### src/rtl/mem_stage_pkg.sv
// Shared definitions for the MEM stage: widths, access-type encoding,
// FSM states and the access-length decode.
package mem_stage_pkg;

    localparam int   RegLen      = 32;
    localparam int   RegAddrLen  = 5;
    localparam int   OpCodeLen   = 7;
    localparam int   PipelineNum = 6;
    localparam logic ResetEnable = 1'b1;

    // bit 3 = store, low bits = funct3
    localparam logic [3:0] LS_LB  = 4'h0;
    localparam logic [3:0] LS_LH  = 4'h1;
    localparam logic [3:0] LS_LW  = 4'h2;
    localparam logic [3:0] LS_LBU = 4'h4;
    localparam logic [3:0] LS_LHU = 4'h5;
    localparam logic [3:0] LS_SB  = 4'h8;
    localparam logic [3:0] LS_SH  = 4'h9;
    localparam logic [3:0] LS_SW  = 4'hA;

    typedef enum logic [1:0] {
        ST_IDLE   = 2'd0,
        ST_ACCESS = 2'd1,
        ST_DONE   = 2'd2
    } state_t;

    // Byte count of an access; 0 marks a type that is not valid for the direction.
    function automatic logic [2:0] ls_len(input logic is_load, input logic [3:0] ls_type);
        logic [2:0] len;
        len = 3'd0;
        if (is_load) begin
            case (ls_type)
                LS_LB, LS_LBU: len = 3'd1;
                LS_LH, LS_LHU: len = 3'd2;
                LS_LW:         len = 3'd4;
                default:       len = 3'd0;
            endcase
        end else begin
            case (ls_type)
                LS_SB:   len = 3'd1;
                LS_SH:   len = 3'd2;
                LS_SW:   len = 3'd4;
                default: len = 3'd0;
            endcase
        end
        return len;
    endfunction

endpackage

### src/rtl/mem_stage_load_extend.sv
// Sign/zero extension of the assembled load buffer to a 32-bit register value.
module mem_stage_load_extend
    import mem_stage_pkg::*;
(
    input  logic [31:0] i_buf,
    input  logic [3:0]  i_type,
    output logic [31:0] o_data
);

    always_comb begin
        o_data = i_buf;
        case (i_type)
            LS_LB:   o_data = {{24{i_buf[7]}}, i_buf[7:0]};
            LS_LBU:  o_data = {24'd0, i_buf[7:0]};
            LS_LH:   o_data = {{16{i_buf[15]}}, i_buf[15:0]};
            LS_LHU:  o_data = {16'd0, i_buf[15:0]};
            default: o_data = i_buf;
        endcase
    end

endmodule

### src/rtl/mem_stage.sv
// MEM stage: byte-serial loads/stores with pipeline stall; non-memory ops pass through.
// state  | meaning
// IDLE   | pass-through, or stall and start an access when an enable is set
// ACCESS | one byte request per step, counter selects the byte
// DONE   | result presented; held until EX/MEM advances
module mem_stage
    import mem_stage_pkg::*;
#(
    parameter int STALL_BIT = 3
) (
    input  logic        clk,
    input  logic        rst,
    input  logic [31:0] rd_data_i,
    input  logic [4:0]  rd_addr_i,
    input  logic        rd_enable_i,
    input  logic        load_enable_i,
    input  logic        store_enable_i,
    input  logic [31:0] mem_addr_i,
    input  logic [3:0]  load_store_type_i,
    input  logic [5:0]  stall_i,
    output logic        stall_req_o,
    output logic        mem_req_o,
    output logic        mem_we_o,
    output logic [31:0] mem_addr_o,
    output logic [7:0]  mem_wdata_o,
    input  logic [7:0]  mem_rdata_i,
    input  logic        mem_done_i,
    output logic [31:0] wb_rd_data_o,
    output logic [4:0]  wb_rd_addr_o,
    output logic        wb_rd_enable_o
);

    state_t      r_state;
    logic [1:0]  r_cnt;
    logic [31:0] r_buf;

    state_t      w_state_nxt;
    logic [1:0]  w_cnt_nxt;
    logic        w_buf_wr;
    logic        w_is_load;
    logic        w_is_store;
    logic [2:0]  w_len;
    logic        w_mem_op;
    logic        w_last;
    logic [31:0] w_ext;
    logic        w_unused_stall;

    // Load wins when both enables are set.
    assign w_is_load      = load_enable_i;
    assign w_is_store     = store_enable_i & ~load_enable_i;
    assign w_len          = (w_is_load | w_is_store) ? ls_len(w_is_load, load_store_type_i) : 3'd0;
    assign w_mem_op       = (w_len != 3'd0);
    assign w_last         = ({1'b0, r_cnt} == (w_len - 3'd1));
    assign w_unused_stall = ^stall_i;

    mem_stage_load_extend u_load_extend (
        .i_buf  (r_buf),
        .i_type (load_store_type_i),
        .o_data (w_ext)
    );

    always_ff @(posedge clk) begin
        if (rst) begin
            r_state <= ST_IDLE;
            r_cnt   <= 2'd0;
            r_buf   <= 32'd0;
        end else begin
            r_state <= w_state_nxt;
            r_cnt   <= w_cnt_nxt;
            if (w_buf_wr) begin
                r_buf[{r_cnt, 3'b000} +: 8] <= mem_rdata_i;
            end
        end
    end

    always_comb begin
        w_state_nxt    = r_state;
        w_cnt_nxt      = r_cnt;
        w_buf_wr       = 1'b0;
        stall_req_o    = 1'b0;
        mem_req_o      = 1'b0;
        mem_we_o       = 1'b0;
        mem_addr_o     = 32'd0;
        mem_wdata_o    = 8'd0;
        wb_rd_data_o   = 32'd0;
        wb_rd_addr_o   = 5'd0;
        wb_rd_enable_o = 1'b0;

        case (r_state)
            ST_IDLE: begin
                if (w_mem_op) begin
                    stall_req_o = 1'b1;
                    w_state_nxt = ST_ACCESS;
                    w_cnt_nxt   = 2'd0;
                end else begin
                    wb_rd_data_o   = rd_data_i;
                    wb_rd_addr_o   = rd_addr_i;
                    wb_rd_enable_o = rd_enable_i;
                end
            end
            ST_ACCESS: begin
                stall_req_o = 1'b1;
                mem_req_o   = 1'b1;
                mem_we_o    = w_is_store;
                mem_addr_o  = mem_addr_i + {30'd0, r_cnt};
                mem_wdata_o = rd_data_i[{r_cnt, 3'b000} +: 8];
                if (mem_done_i) begin
                    w_buf_wr = w_is_load;
                    if (w_last) begin
                        w_state_nxt = ST_DONE;
                    end else begin
                        w_cnt_nxt = r_cnt + 2'd1;
                    end
                end
            end
            ST_DONE: begin
                if (w_is_load) begin
                    wb_rd_data_o   = w_ext;
                    wb_rd_addr_o   = rd_addr_i;
                    wb_rd_enable_o = rd_enable_i;
                end
                if (!stall_i[STALL_BIT]) begin
                    w_state_nxt = ST_IDLE;
                end
            end
            default: begin
                w_state_nxt = ST_IDLE;
            end
        endcase

        // Outputs are forced low for the whole reset cycle, not just after the edge.
        if (rst) begin
            stall_req_o    = 1'b0;
            mem_req_o      = 1'b0;
            mem_we_o       = 1'b0;
            mem_addr_o     = 32'd0;
            mem_wdata_o    = 8'd0;
            wb_rd_data_o   = 32'd0;
            wb_rd_addr_o   = 5'd0;
            wb_rd_enable_o = 1'b0;
        end
    end

endmodule

### config.mk
export PLATFORM = sky130hd
export DESIGN_NAME = mem_stage
export DESIGN_NICKNAME = d
export VERILOG_FILES = /design/src/rtl/mem_stage_pkg.sv /design/src/rtl/mem_stage_load_extend.sv /design/src/rtl/mem_stage.sv
export SDC_FILE = /design/constraint.sdc
export NUM_CORES = 1
export LEC_CHECK = 0
export ABC_AREA = 0
export BUFFER_PORTS_ARGS = -buffer_cell sky130_fd_sc_hd__clkbuf_2
export CAP_MARGIN = 20
export CORE_MARGIN = 8
export CORE_UTILIZATION = 28
export CTS_CLUSTER_SIZE = 14
export DETAILED_ROUTE_END_ITERATION = 10
export PLACE_DENSITY_LB_ADDON = 0.25
export SETUP_SLACK_MARGIN = 0.3
export SYNTH_ARGS = -nofsm -noshare
export SYNTH_HDL_FRONTEND = slang
export SYNTH_SLANG_ARGS = --single-unit
### constraint.sdc
create_clock -name clk -period 2.3 [get_ports clk]
set_input_delay 0.23 -clock clk [delete_from_list [all_inputs] [get_ports clk]]
set_output_delay 0.23 -clock clk [all_outputs]
set_load 0.03 [all_outputs]
# --- Word level (Yosys, flattened, before mapping) ---
# Cells that the tools add are included.
word_totals:
  ff_bits: 36
  out_inout_bits: 81
  inputBits: 93
  wordCells: 76
op_classes:
  muxes: 40
  bitwise: 3
  shifts: 3
  eq_ne: 15
  addsub: 4
  reduce_logical: 8
ops:
  columns: ["op", "n"]
  rows:
  - ["$mux 32", 5]
  - ["$pmux 32 s4", 1]
  - ["$pmux 32 s2", 1]
  - ["$add 32x2->32", 1]
  - ["$bwmux 32", 1]
  - ["$shift 8x7->32 const A", 1]
  - ["$shiftx 32x6->8", 1]
  - ["$shiftx 8x7->32", 1]
  - ["$pmux 3 s3", 2]
  - ["$mux 8", 2]
  - ["$mux 5", 3]
  - ["$mux 2", 7]
  - ["$eq 4x4->1 const B", 3]
  - ["$mux 1", 11]
  - ["$ne 2x2->1 const B", 5]
  - ["$pmux 5 s2", 1]
  - ["$eq 4x3->1 const B", 2]
  - ["$reduce_and 4->1", 2]
  - ["$neg 5->7", 1]
  - ["$mux 3", 2]
  - ["$pmux 2 s3", 1]
  - ["$eq 4x1->1 const B", 1]
  - ["$eq 4x2->1 const B", 1]
  - ["$logic_not 4->1", 1]
  - ["14 further kinds", 16]

# --- Longest topological paths before layout ---
# Gate-level depths: netlist of the first run.
logic_depth:
  word_depth: 10
  depth_mapped: 8
  ltp_nobuf: 8

# --- Cells and area by module ---
# From an unflattened synthesis of the first run, not the netlist that was laid out.
hier_totals:
  cells_unflattened: 492
  area_unflattened_um2: 3552.2
modules_own_cells:
  columns: ["mod", "seq_area_each_um2", "area_each_um2", "n_inst", "cells_each"]
  rows:
  - ["mem_stage", 720.7, 3091.7, 1, 425]
  - ["mem_stage_load_extend", 0.0, 460.4, 1, 67]

# --- Worst setup path after synthesis of the first run ---
# Ideal clock, no wire load.
synth_path:
  kind: "input to output"
  startpoint: "in load_enable_i"
  endpoint: "out wb_rd_data_o[31]"
  n_path_buf: 1
  slack_ns: -0.214
  t_arrival_ns: 2.284
  path_stages: 8
  required_time_ns: 2.070
  cell_sequence: "nor2b_1 o21ai_0 ha_1 ha_1 nor3b_1 clkbuf_1 nand2_1 a21oi_1"
synth_between:
  elab_chain_len: 8
  elab_cells_between_ends: 10
  classes_between: "mux (6); bitwise (3); reduce/logical (1)"
synth_lines:
  columns: ["item", "line", "text"]
  rows:
  - ["start: declaration", "mem_stage.sv:16", "input logic load_enable_i,"]
  - ["$not 1->1", "mem_stage.sv:50", "assign w_is_store = store_enable_i & ~load_enable_i;"]
  - ["$and 1x1->1", "mem_stage.sv:50", null]
  - ["$or 1x1->1", "mem_stage.sv:51", "assign w_len = (w_is_load | w_is_store) ? ls_len(w_is_load, load_store_type_i) : 3'd0;"]
  - ["$mux 3", "mem_stage.sv:51", null]
  - ["$reduce_bool 3->1", "mem_stage.sv:52", "assign w_mem_op = (w_len != 3'd0);"]
  - ["$mux 32", "mem_stage.sv:91", "if (w_mem_op) begin"]
  - ["$pmux 32 s2 *", "mem_stage.sv:89", "case (r_state)"]
  - ["$mux 32 *", "mem_stage.sv:132", "if (rst) begin"]
  - ["end: declaration", "mem_stage.sv:28", "output logic [31:0] wb_rd_data_o,"]
# Mark *: on every way between the ends. The rest lies on a longest branch, timed or not.

# --- Worst setup path in the final report of the first run ---
layout_path:
  startpoint: "reg r_cnt[1]"
  endpoint: "out mem_addr_o[13]"
layout_between:
  elab_chain_len: 3
layout_lines:
  columns: ["item", "line", "text"]
  rows:
  - ["start: declaration", "mem_stage.sv:34", "logic [1:0] r_cnt;"]
  - ["start signal: assignment", "mem_stage.sv:69", "r_cnt <= w_cnt_nxt;"]
  - ["$add 32x2->32", "mem_stage.sv:105", "mem_addr_o = mem_addr_i + {30'd0, r_cnt};"]
  - ["$mux 32", "mem_stage.sv:89", null]
  - ["$mux 32", "mem_stage.sv:132", null]
  - ["end: declaration", "mem_stage.sv:24", "output logic [31:0] mem_addr_o,"]
# No other way between the ends.

==> flow_summary_export.csv, run 1 <==
group,metric,value,unit
clock_network,clock_sinks,36,
floorplan,core,12000,µm²
clock_network,postCtsHoldBufs,0,
logic_synthesis,synth_seq_area_share,21.1,%
sta,min_period,2520,ps
power_and_ir_drop,pwr-share-seq,24.0,%
hold_path,min_from,"stall_i[3]",
sta,slew_viol_final,0,
power_and_ir_drop,power_density,357,nW/µm²
outcome,failed_checks,"setup timing",
route,drc_errors,0,
sta,worst_slew_pin_slew,526,ps
floorplan,start_util,28.5,%
finish,fillers,937,
critical_path,startpoint,"r_cnt[1]",
finish,final_cell_mix,"85 x clkbuf_2, 55 x buf_8, 52 x buf_4",
logic_synthesis,ys_warn_count,0,
sta,final.setup_skew,2.01,ps
clock_network,cts_max_level,2,
place,dp_hpwl,12200,µm
clock_network,cts_tree,"done",
job,max-cap-violations,0,
sta,fin_ws,-217,ps
power_and_ir_drop,p_comb_share,49.9,%
grt,grt_max_degree,37,
floorplan,ioPinCount,174,
grt,gr-usage-all-layers,20.9,%
grt,grt_overflow,0,
hold_path,hp-class,"in2reg",
critical_path,r2r_setup_slack,280,ps
grt,grt_pass1_wl,27000,µm
logic_synthesis,netlist_area,3410,µm²
route,drt_iter0_markers,396,
route,route.vias.total,4906,
floorplan,rows,40,
power_and_ir_drop,power.share.clock,26.2,%
clock_network,cts_buffer_depth,2,
critical_path,worstSetupStartpointType,"register",
route,postRouteAntennaNets,0,
route,routedWlPerCell,20.7,µm
sta,slew_headroom,64.6,%
grt,grt_pass1_vias,5033,
sta,rsz0062_at_grt,"yes",
finish,finalNetCount,824,
place,dp_cells,810,
critical_path,worstSetupEndpointType,"primary output",
clock_network,clkTransAtPathRegs,60,ps
power_and_ir_drop,p_switching,0.960,mW
place,numPortBuffers,168,
logic_synthesis,ys_ff_latch,36,
sta,min_period_over_period,109,%
finish,syn_to_final_growth,117,%
route,drt_first_pass_iters,4,
critical_path,crit_type,"reg2out",
finish,instances_no_fill,869,
outcome,outcome,"finished, violations left",
finish,multiInputGateArea,3710,µm²
finish,final_common_cell,"clkbuf_2",
logic_synthesis,ys.flop_type,"dfxtp_1",
clock_network,cts_made_buffers,5,
floorplan,die_area,16000,µm²
critical_path,rr_startpoint,"r_state[0]",
finish,num_antenna_cells,0,
sta,hold_viol,0,
floorplan,die_x,126,µm
route,viasPerCell,5.65,
sta,holdWs,183,ps
critical_path,critPathRequiredTime,2070,ps
power_and_ir_drop,cellLeakagePower,2.87,nW
logic_synthesis,synth_edf_count,0,
power_and_ir_drop,ir_drop,0.312,mV
grt,grt_antenna_before_repair,0,
sta,timing.fmax,0.397,GHz
place,gp_congestion,0.844,
clock_network,clock_latency,280,ps
power_and_ir_drop,switching_share,36.3,%
power_and_ir_drop,p_int,1.68,mW
critical_path,cp_max_fo,6,
floorplan,die_y,126,µm
logic_synthesis,netlist_instances,492,
critical_path,arrival,2290,ps
logic_synthesis,synth.distinct_cells,53,
logic_synthesis,syn_nets,595,
logic_synthesis,ys_async_sr_fraction,0,%
route,drt-total-wl,18000,µm
logic_synthesis,syn_avg_cell_area,6.94,µm²
finish,drive_gt1_share,62.5,%
finish,seq_area,736,µm²
clock_network,cts_root_buffer,"clkbuf_16",
sta,setup_viol,22,
==> worst max-delay path: stages, from the launching register on <==
cell,delay (ps)
dfxtp_4,360
ha_4,280
a21oi_4,70
or4_4,530
buf_4,160
or3_4,330
a21oi_4,150
buf_8,140
==> synth_stat cells, types with 3 or more instances <==
library cell | n | share of area [%]
a21oi_1 | 78 | 11
a22oi_1 | 9 | 2.0
and2_0 | 3 | 0.55
and2_1 | 24 | 4.4
and3_1 | 7 | 1.3
clkbuf_1 | 32 | 3.5
dfxtp_1 | 36 | 21
ha_1 | 9 | 3.3
inv_1 | 7 | 0.77
mux4_2 | 8 | 5.3
nand2_1 | 74 | 8.1
nand3_1 | 41 | 6.0
nand4_1 | 5 | 0.92
nor2_1 | 24 | 2.6
nor2b_1 | 4 | 0.73
nor3_1 | 5 | 0.73
nor3b_1 | 5 | 1.1
o211ai_1 | 19 | 4.2
o21ai_0 | 17 | 2.5
o31ai_1 | 13 | 2.9
or3_1 | 12 | 2.2
or4_1 | 15 | 3.3
xnor2_1 | 7 | 1.8
xor2_1 | 3 | 0.77
==> per-layer routing <==
metal | share of wire (%) | up-vias | global-route usage (%)
met5 | 0 | - | 0
met4 | 3.2 | 0 | 7.93
met3 | 6.5 | 41 | 4.27
met2 | 52 | 217 | 37.5
met1 | 38 | 2371 | 23.7
li1 | - | 2277 | -
==> kinds of logic (layout without fill, tap and decap cells) <==
| family | Yosys count | after routing | synth area share (%) |
|---|---|---|---|
| adders and majority gates | 10 | 10 | 3.89 |
| muxes | 9 | 9 | 5.57 |
| buffers and inverters | 45 | 273 | 5.43 |
| and+or+nand+nor | 234 | 236 | 35.6 |
| AOI/OAI and AO/OA | 148 | 148 | 25.8 |
| xor gates and xnor gates | 10 | 10 | 2.57 |
| DFF | 36 | 36 | 21.1 |
==> state kept, by name (all words and copies together) (netlist names) <==
name     flops
r_buf       32
r_cnt        2
r_state      2
==> through the flow <==
step	power [mW]	instance area, µm²	setup TNS [ps]	setup slack [ps]	util (%)
3_5_place_dp	1.47	5190	-19670	-657	43.4
2_1_floorplan	1.17	4050	0	167	-
3_3_place_gp	1.45	5190	-17520	-563	43.4
4_1_cts	2.52	7000	-1540	-220	58.5
5_1_grt	2.73	7400	-4000	-239	61.9
6_report	2.64	7400	-2200	-217	61.9
==> area by class of cell <==
type                    count  area share, %
well taps                 147           2.48
flip-flops and latches     36           9.94
repair inverters            1          0.101
repair buffers            256           34.8
inverters                   8          0.507
multi-input cells         413           50.1
clock inverters             1         0.0845
clock buffers               7           1.93
==> worst paths after layout <==
kind	to	cells past startpoint
max	mem_addr_o[13]	7
min	r_state[1]	3
max reg2reg	r_cnt[1]	8
min reg2reg	r_buf[17]	2
==> power by group through the flow <==
stage / combinational [mW] / clock, mW / sequential [mW]
finish: 1.32 / 0.691 / 0.633
global route: 1.37 / 0.724 / 0.633
CTS: 1.20 / 0.694 / 0.633
detailed placement: 0.820 / 0 / 0.648
global placement: 0.805 / 0 / 0.648
floorplan: 0.519 / 0 / 0.648
==> timing repair <==
action	4_1_cts	5_1_grt
setup buffers	31	11
resized for setup	298	121
endpoints found under the setup margin	103	114
pin swaps	48	54
gates cloned	8	1
Power figures use the tool's default switching activity.
==> run 2: changes to the inputs <==
--- a/config.mk
+++ b/config.mk
@@ -8,7 +8,7 @@
 export ABC_AREA = 0
 export BUFFER_PORTS_ARGS = -buffer_cell sky130_fd_sc_hd__clkbuf_2
 export CAP_MARGIN = 20
-export CORE_MARGIN = 8
+export CORE_MARGIN = 3
 export CORE_UTILIZATION = 28
 export CTS_CLUSTER_SIZE = 14
 export DETAILED_ROUTE_END_ITERATION = 10
==> run 2 against run 1 <==
Effect of this change:
- the run still ends with setup timing left
- register-to-register slack better by 40 ps
- count of clock-buffer cells in the layout down 2
- critical path depth down 1
- worst setup slack better by 22 ps
- flip-flop and latch count unchanged
- sequential share of layout area up 0.54 points
- first-iteration DRC count down 17%
- clock power up 15%
- utilization down 2.1 points
- maximum frequency up 0.87%
- critical path type unchanged
- largest cell class unchanged
- highest routed layer unchanged
==> flow_summary_export.csv, run 2 (synthesized netlist as in run 1, its figures left out) <==
group,metric,value,unit
outcome,outcome,"finished, violations left",
outcome,failed_checks,"setup timing",
grt,gr-usage-all-layers,21.8,%
critical_path,max_stage_delay,530,ps
route,drt_first_pass_iters,5,
route,routedWlPerCell,18.8,µm
critical_path,critPathRequiredTime,2070,ps
route,drt_iter0_markers,330,
sta,slew_viol_final,0,
floorplan,start_util,29.3,%
route,viasPerCell,5.56,
place,dpl-instance-area,5190,µm²
critical_path,arrival,2270,ps
clock_network,cts_tree,"done",
clock_network,clock_latency,280,ps
clock_network,cts_buffer_depth,2,
clock_network,clock_sinks,36,
finish,syn_to_final_growth,104,%
critical_path,worstSetupStartpointType,"register",
place,pre_cts_slack,-106,ps
sta,rsz0062_at_grt,"yes",
grt,grt_pass1_vias,4632,
place,dp_hpwl,11200,µm
critical_path,worst_r2r_path_depth,6,
sta,worst_slew_pin_slew,452,ps
finish,largest_register_ffs,32,
critical_path,crit_type,"reg2out",
critical_path,crit_slowest_cell,"or4_4",
place,numPortBuffers,168,
critical_path,cp_cell_sequence,"ha_4, a21oi_4, or4_4, or4_4, a21oi_4, buf_8",
route,route.vias.total,4707,
sta,fin_ws,-195,ps
sta,min_period,2500,ps
clock_network,cts_root_buffer,"clkbuf_16",
clock_network,postCtsHoldBufs,0,
floorplan,die_x,116,µm
job,max-cap-violations,0,
grt,grt_overflow,0,
grt,grt_pass1_wl,23900,µm
sta,slew_headroom,69.6,%
critical_path,worstSetupEndpointType,"primary output",
place,gp_congestion,0.862,
critical_path,worstReg2RegEnd,"r_cnt[1]",
sta,final.setup_skew,6.49,ps
finish,final_common_cell,"clkbuf_2",
finish,instances_no_fill,847,
power_and_ir_drop,ir_drop,0.446,mV
finish,finalNetCount,806,
critical_path,rr_startpoint,"r_cnt[0]",
clock_network,cts_max_level,2,
route,postRouteAntennaNets,0,
power_and_ir_drop,cellLeakagePower,2.67,nW
finish,design_area,6970,µm²
sta,setup_viol,28,
finish,reg_top3,"r_buf (32), r_cnt (2), r_state (2)",
finish,regMostFlops,"r_buf",
route,drt-total-wl,15900,µm
clock_network,clkTransAtPathRegs,60,ps
grt,grt_antenna_before_repair,0,
finish,num_antenna_cells,0,
sta,hold_viol,0,
floorplan,ioPinCount,174,
place,dp_cells,803,
finish,drive_gt1_share,58.2,%
power_and_ir_drop,power_density,381,nW/µm²
grt,grt_max_degree,37,
sta,timing.fmax,0.401,GHz
critical_path,r2r_setup_slack,320,ps
clock_network,cts_made_buffers,5,
sta,min_period_over_period,108,%
hold_path,hold_end,"r_state[1]",
hold_path,min_from,"stall_i[3]",
finish,final_cell_mix,"97 x clkbuf_2, 50 x nand2_1, 44 x buf_8",
route,drc_errors,0,
floorplan,die_y,116,µm
critical_path,cp_max_fo,5,
floorplan,core,11700,µm²
floorplan,die_area,13500,µm²
hold_path,holdPathStages,3,
hold_path,hp-class,"in2reg",
floorplan,rows,39,
## run 2: timing repair
item | CTS | global route
resized for setup | 235 | 96
setup endpoints to repair | 81 | 104
pin swaps | 39 | 38
setup buffers | 21 | 8
gates cloned | 4 | 3
## run 2: where the power goes
group,internal (mW),switching [mW]
Combinational,0.563,0.663
Clock,0.515,0.279
Sequential,0.629,0.00732
Total,1.71,0.949
## run 2: area by class of cell
cell class	instances	area, µm²
clock buffer	5	125
clock inverter	3	46.3
fill	971	4690
inverter	8	33.8
multi-input combinational	412	3570
sequential	36	731
tap	143	179
timing repair buffer	239	2280
timing repair inverter	1	7.51
## run 2: layer usage
layer,up-vias,GRT usage (%),wire length (µm),part of all wire [%]
met3,20,2.90,947,5.9
met1,2254,27.8,6610,41
met4,0,3.87,199,1.2
li1,2248,-,-,-
met2,185,39.5,8180,51
met5,-,0,0,0
## run 2: worst max-delay path by stage
stage	from	cells after the start	end
3_5_place_dp	load_enable_i	10	wb_rd_addr_o[4]
3_3_place_gp	load_enable_i	10	wb_rd_addr_o[4]
5_1_grt	r_cnt[0]	8	mem_addr_o[18]
4_1_cts	r_cnt[0]	7	mem_addr_o[16]
6_report	r_cnt[1]	6	mem_addr_o[21]
2_1_floorplan	r_cnt[1]	6	mem_addr_o[11]
## run 2: metrics by stage
| stage | util (%) | power, mW | TNS, ps | hold WS [ps] |
|---|---|---|---|---|
| after global placement | 44.5 | 1.46 | -102 | 436 |
| after global routing | 59.8 | 2.75 | -5760 | 214 |
| after detailed placement | 44.5 | 1.47 | -1090 | 440 |
| after CTS | 56.4 | 2.54 | -2210 | 201 |
| final | 59.8 | 2.66 | -2550 | 199 |
| after floorplan | - | 1.17 | 0 | 339 |
## run 2: worst max-delay path, delay by kind of cell, from the launching register on
family / cells / cell delay [ps]
buffers and inverters: 1 / 140
DFF: 1 / 360
adders and majority gates: 1 / 270
and+or+nand+nor: 2 / 980
AOI/OAI and AO/OA: 2 / 240
==> run 3: changes to the inputs <==
--- a/config.mk
+++ b/config.mk
@@ -17,3 +17,4 @@
 export SYNTH_ARGS = -nofsm -noshare
 export SYNTH_HDL_FRONTEND = slang
 export SYNTH_SLANG_ARGS = --single-unit
+export TNS_END_PERCENT = 5
==> run 3 against run 2 <==
Effect of this change:
- the run still ends with setup timing left
- sequential share of layout area grew 1.3 points
- sequential power is essentially flat
- final cell count shrank 2.4%
- utilization shrank 7.0 points
- largest power group unchanged
- combinational power shrank 20%
- total power shrank 9.2%
- critical path depth grew 1
==> flow_summary_export.csv, run 3 (synthesized netlist as in run 1, its figures left out) <==
group,metric,value,unit
clock_network,clock_sinks,36,
power_and_ir_drop,ir_drop,0.331,mV
sta,slew_viol_final,0,
critical_path,crit_buf_inv,2,
power_and_ir_drop,cellLeakagePower,2.35,nW
route,routedWlPerCell,16.6,µm
finish,drive_gt1_share,49.4,%
power_and_ir_drop,power_density,392,nW/µm²
route,drt_iter0_markers,240,
critical_path,max_stage_delay,470,ps
route,viasPerCell,5.46,
place,dp_hpwl,10200,µm
floorplan,start_util,29.3,%
grt,grt_overflow,0,
floorplan,die_x,116,µm
sta,hold_viol,0,
critical_path,crit_cells,7,
floorplan,ioPinCount,174,
grt,grt_antenna_before_repair,0,
route,drt_first_pass_iters,5,
finish,final_cell_mix,"99 x clkbuf_2, 69 x nand2_1, 44 x buf_4",
critical_path,arrival,2210,ps
route,route.vias.total,4514,
clock_network,cts_root_buffer,"clkbuf_16",
critical_path,rr_startpoint,"r_cnt[0]",
clock_network,cts_max_level,2,
place,dpl-instance-area,5120,µm²
sta,rsz0062_at_grt,"yes",
grt,grt_max_degree,37,
route,postRouteAntennaNets,0,
hold_path,hp-class,"in2reg",
critical_path,worst_r2r_path_depth,8,
finish,reg_top3,"r_buf (32), r_cnt (2), r_state (2)",
finish,num_antenna_cells,0,
place,gp_congestion,0.862,
critical_path,crit_type,"reg2out",
floorplan,core,11700,µm²
sta,final.setup_skew,5.89,ps
finish,design_area,6160,µm²
critical_path,worstSetupStartpointType,"register",
sta,setup_viol,10,
sta,timing.fmax,0.409,GHz
outcome,failed_checks,"setup timing",
critical_path,startpoint,"r_cnt[1]",
clock_network,cts_buffer_depth,2,
floorplan,die_y,116,µm
finish,largest_register_ffs,32,
sta,min_period,2440,ps
finish,regMostFlops,"r_buf",
floorplan,die_area,13500,µm²
place,pre_cts_slack,-156,ps
clock_network,clock_latency,280,ps
clock_network,clkTransAtPathRegs,60,ps
critical_path,endpoint,"mem_addr_o[17]",
sta,holdWs,192,ps
route,drt-total-wl,13700,µm
critical_path,r2r_setup_slack,410,ps
place,numPortBuffers,168,
floorplan,rows,39,
critical_path,crit_slowest_cell,"or4_4",
finish,syn_to_final_growth,80.5,%
grt,gr-usage-all-layers,19.4,%
finish,finalNetCount,786,
clock_network,cts_tree,"done",
critical_path,worstReg2RegEnd,"r_buf[12]",
clock_network,postCtsHoldBufs,0,
outcome,outcome,"finished, violations left",
finish,final_common_cell,"clkbuf_2",
critical_path,worstSetupEndpointType,"primary output",
sta,fin_setup_tns,-816,ps
sta,min_period_over_period,106,%
sta,worst_slew_pin_slew,405,ps
clock_network,cts_made_buffers,5,
sta,fin_ws,-142,ps
grt,grt_pass1_vias,4370,
job,max-cap-violations,0,
critical_path,critPathRequiredTime,2070,ps
critical_path,cp_top_family,"simple AND/OR/NAND/NOR gates",
critical_path,cp_max_fo,5,
route,drc_errors,0,
critical_path,cp_cell_sequence,"ha_4, a21oi_2, or4_4, buf_6, or3_4, a21oi_4, buf_8",
grt,grt_pass1_wl,21400,µm
sta,slew_headroom,72.7,%
run 3: layout make-up:
class	instances	area, µm²
clock inverters	3	46.3
well taps	143	179
clock buffers	5	125
fillers	1080	5510
flip-flops and latches	36	727
inverters	8	33.8
multi-input cells	411	3160
repair buffers	221	1890
run 3: tightest hold or removal path, stage by stage:
cell,delay [ps]
clkbuf_2,80
nand2_1,50
o2bb2ai_1,60
run 3: power by group:
part | internal (mW) | leakage, nW | switching [mW]
sequential | 0.629 | 0.292 | 0.00534
combinational | 0.436 | 1.98 | 0.554
clock | 0.515 | 0.0804 | 0.273
total | 1.58 | 2.35 | 0.832
run 3: what timing repair did:
action,in CTS,in global routing
pin swaps,33,15
gates cloned,0,0
buffers inserted,2,0
gates resized for setup,172,58
endpoints found under the setup margin,81,101
run 3: metrics by stage:
step	cells	power, mW	utilization, %
2_1_floorplan	492	1.14	-
3_3_place_gp	817	1.45	43.9
3_5_place_dp	817	1.46	43.9
4_1_cts	827	2.38	51.8
5_1_grt	827	2.51	52.8
6_report	827	2.41	52.8
run 3: layer usage:
| layer | vias up | part of all wire (%) | GRT usage (%) |
|---|---|---|---|
| li1 | 2195 | - | - |
| met1 | 2101 | 41 | 24.7 |
| met2 | 205 | 50 | 34.4 |
| met3 | 13 | 7.3 | 2.59 |
| met4 | 0 | 1.6 | 5.26 |
| met5 | - | 0 | 0 |
run 3: worst min path at each step:
| stage | from | endpoint | slack (ps) | cells past startpoint |
|---|---|---|---|---|
| final | stall_i[3] | r_state[1] | 190 | 3 |
| after detailed placement | r_buf[11] | r_buf[11] | 440 | 2 |
| after global routing | stall_i[3] | r_state[1] | 210 | 3 |
| after floorplan | mem_done_i | r_state[0] | 340 | 1 |
| after global placement | r_buf[27] | r_buf[27] | 440 | 2 |
| after CTS | stall_i[3] | r_state[1] | 190 | 3 |
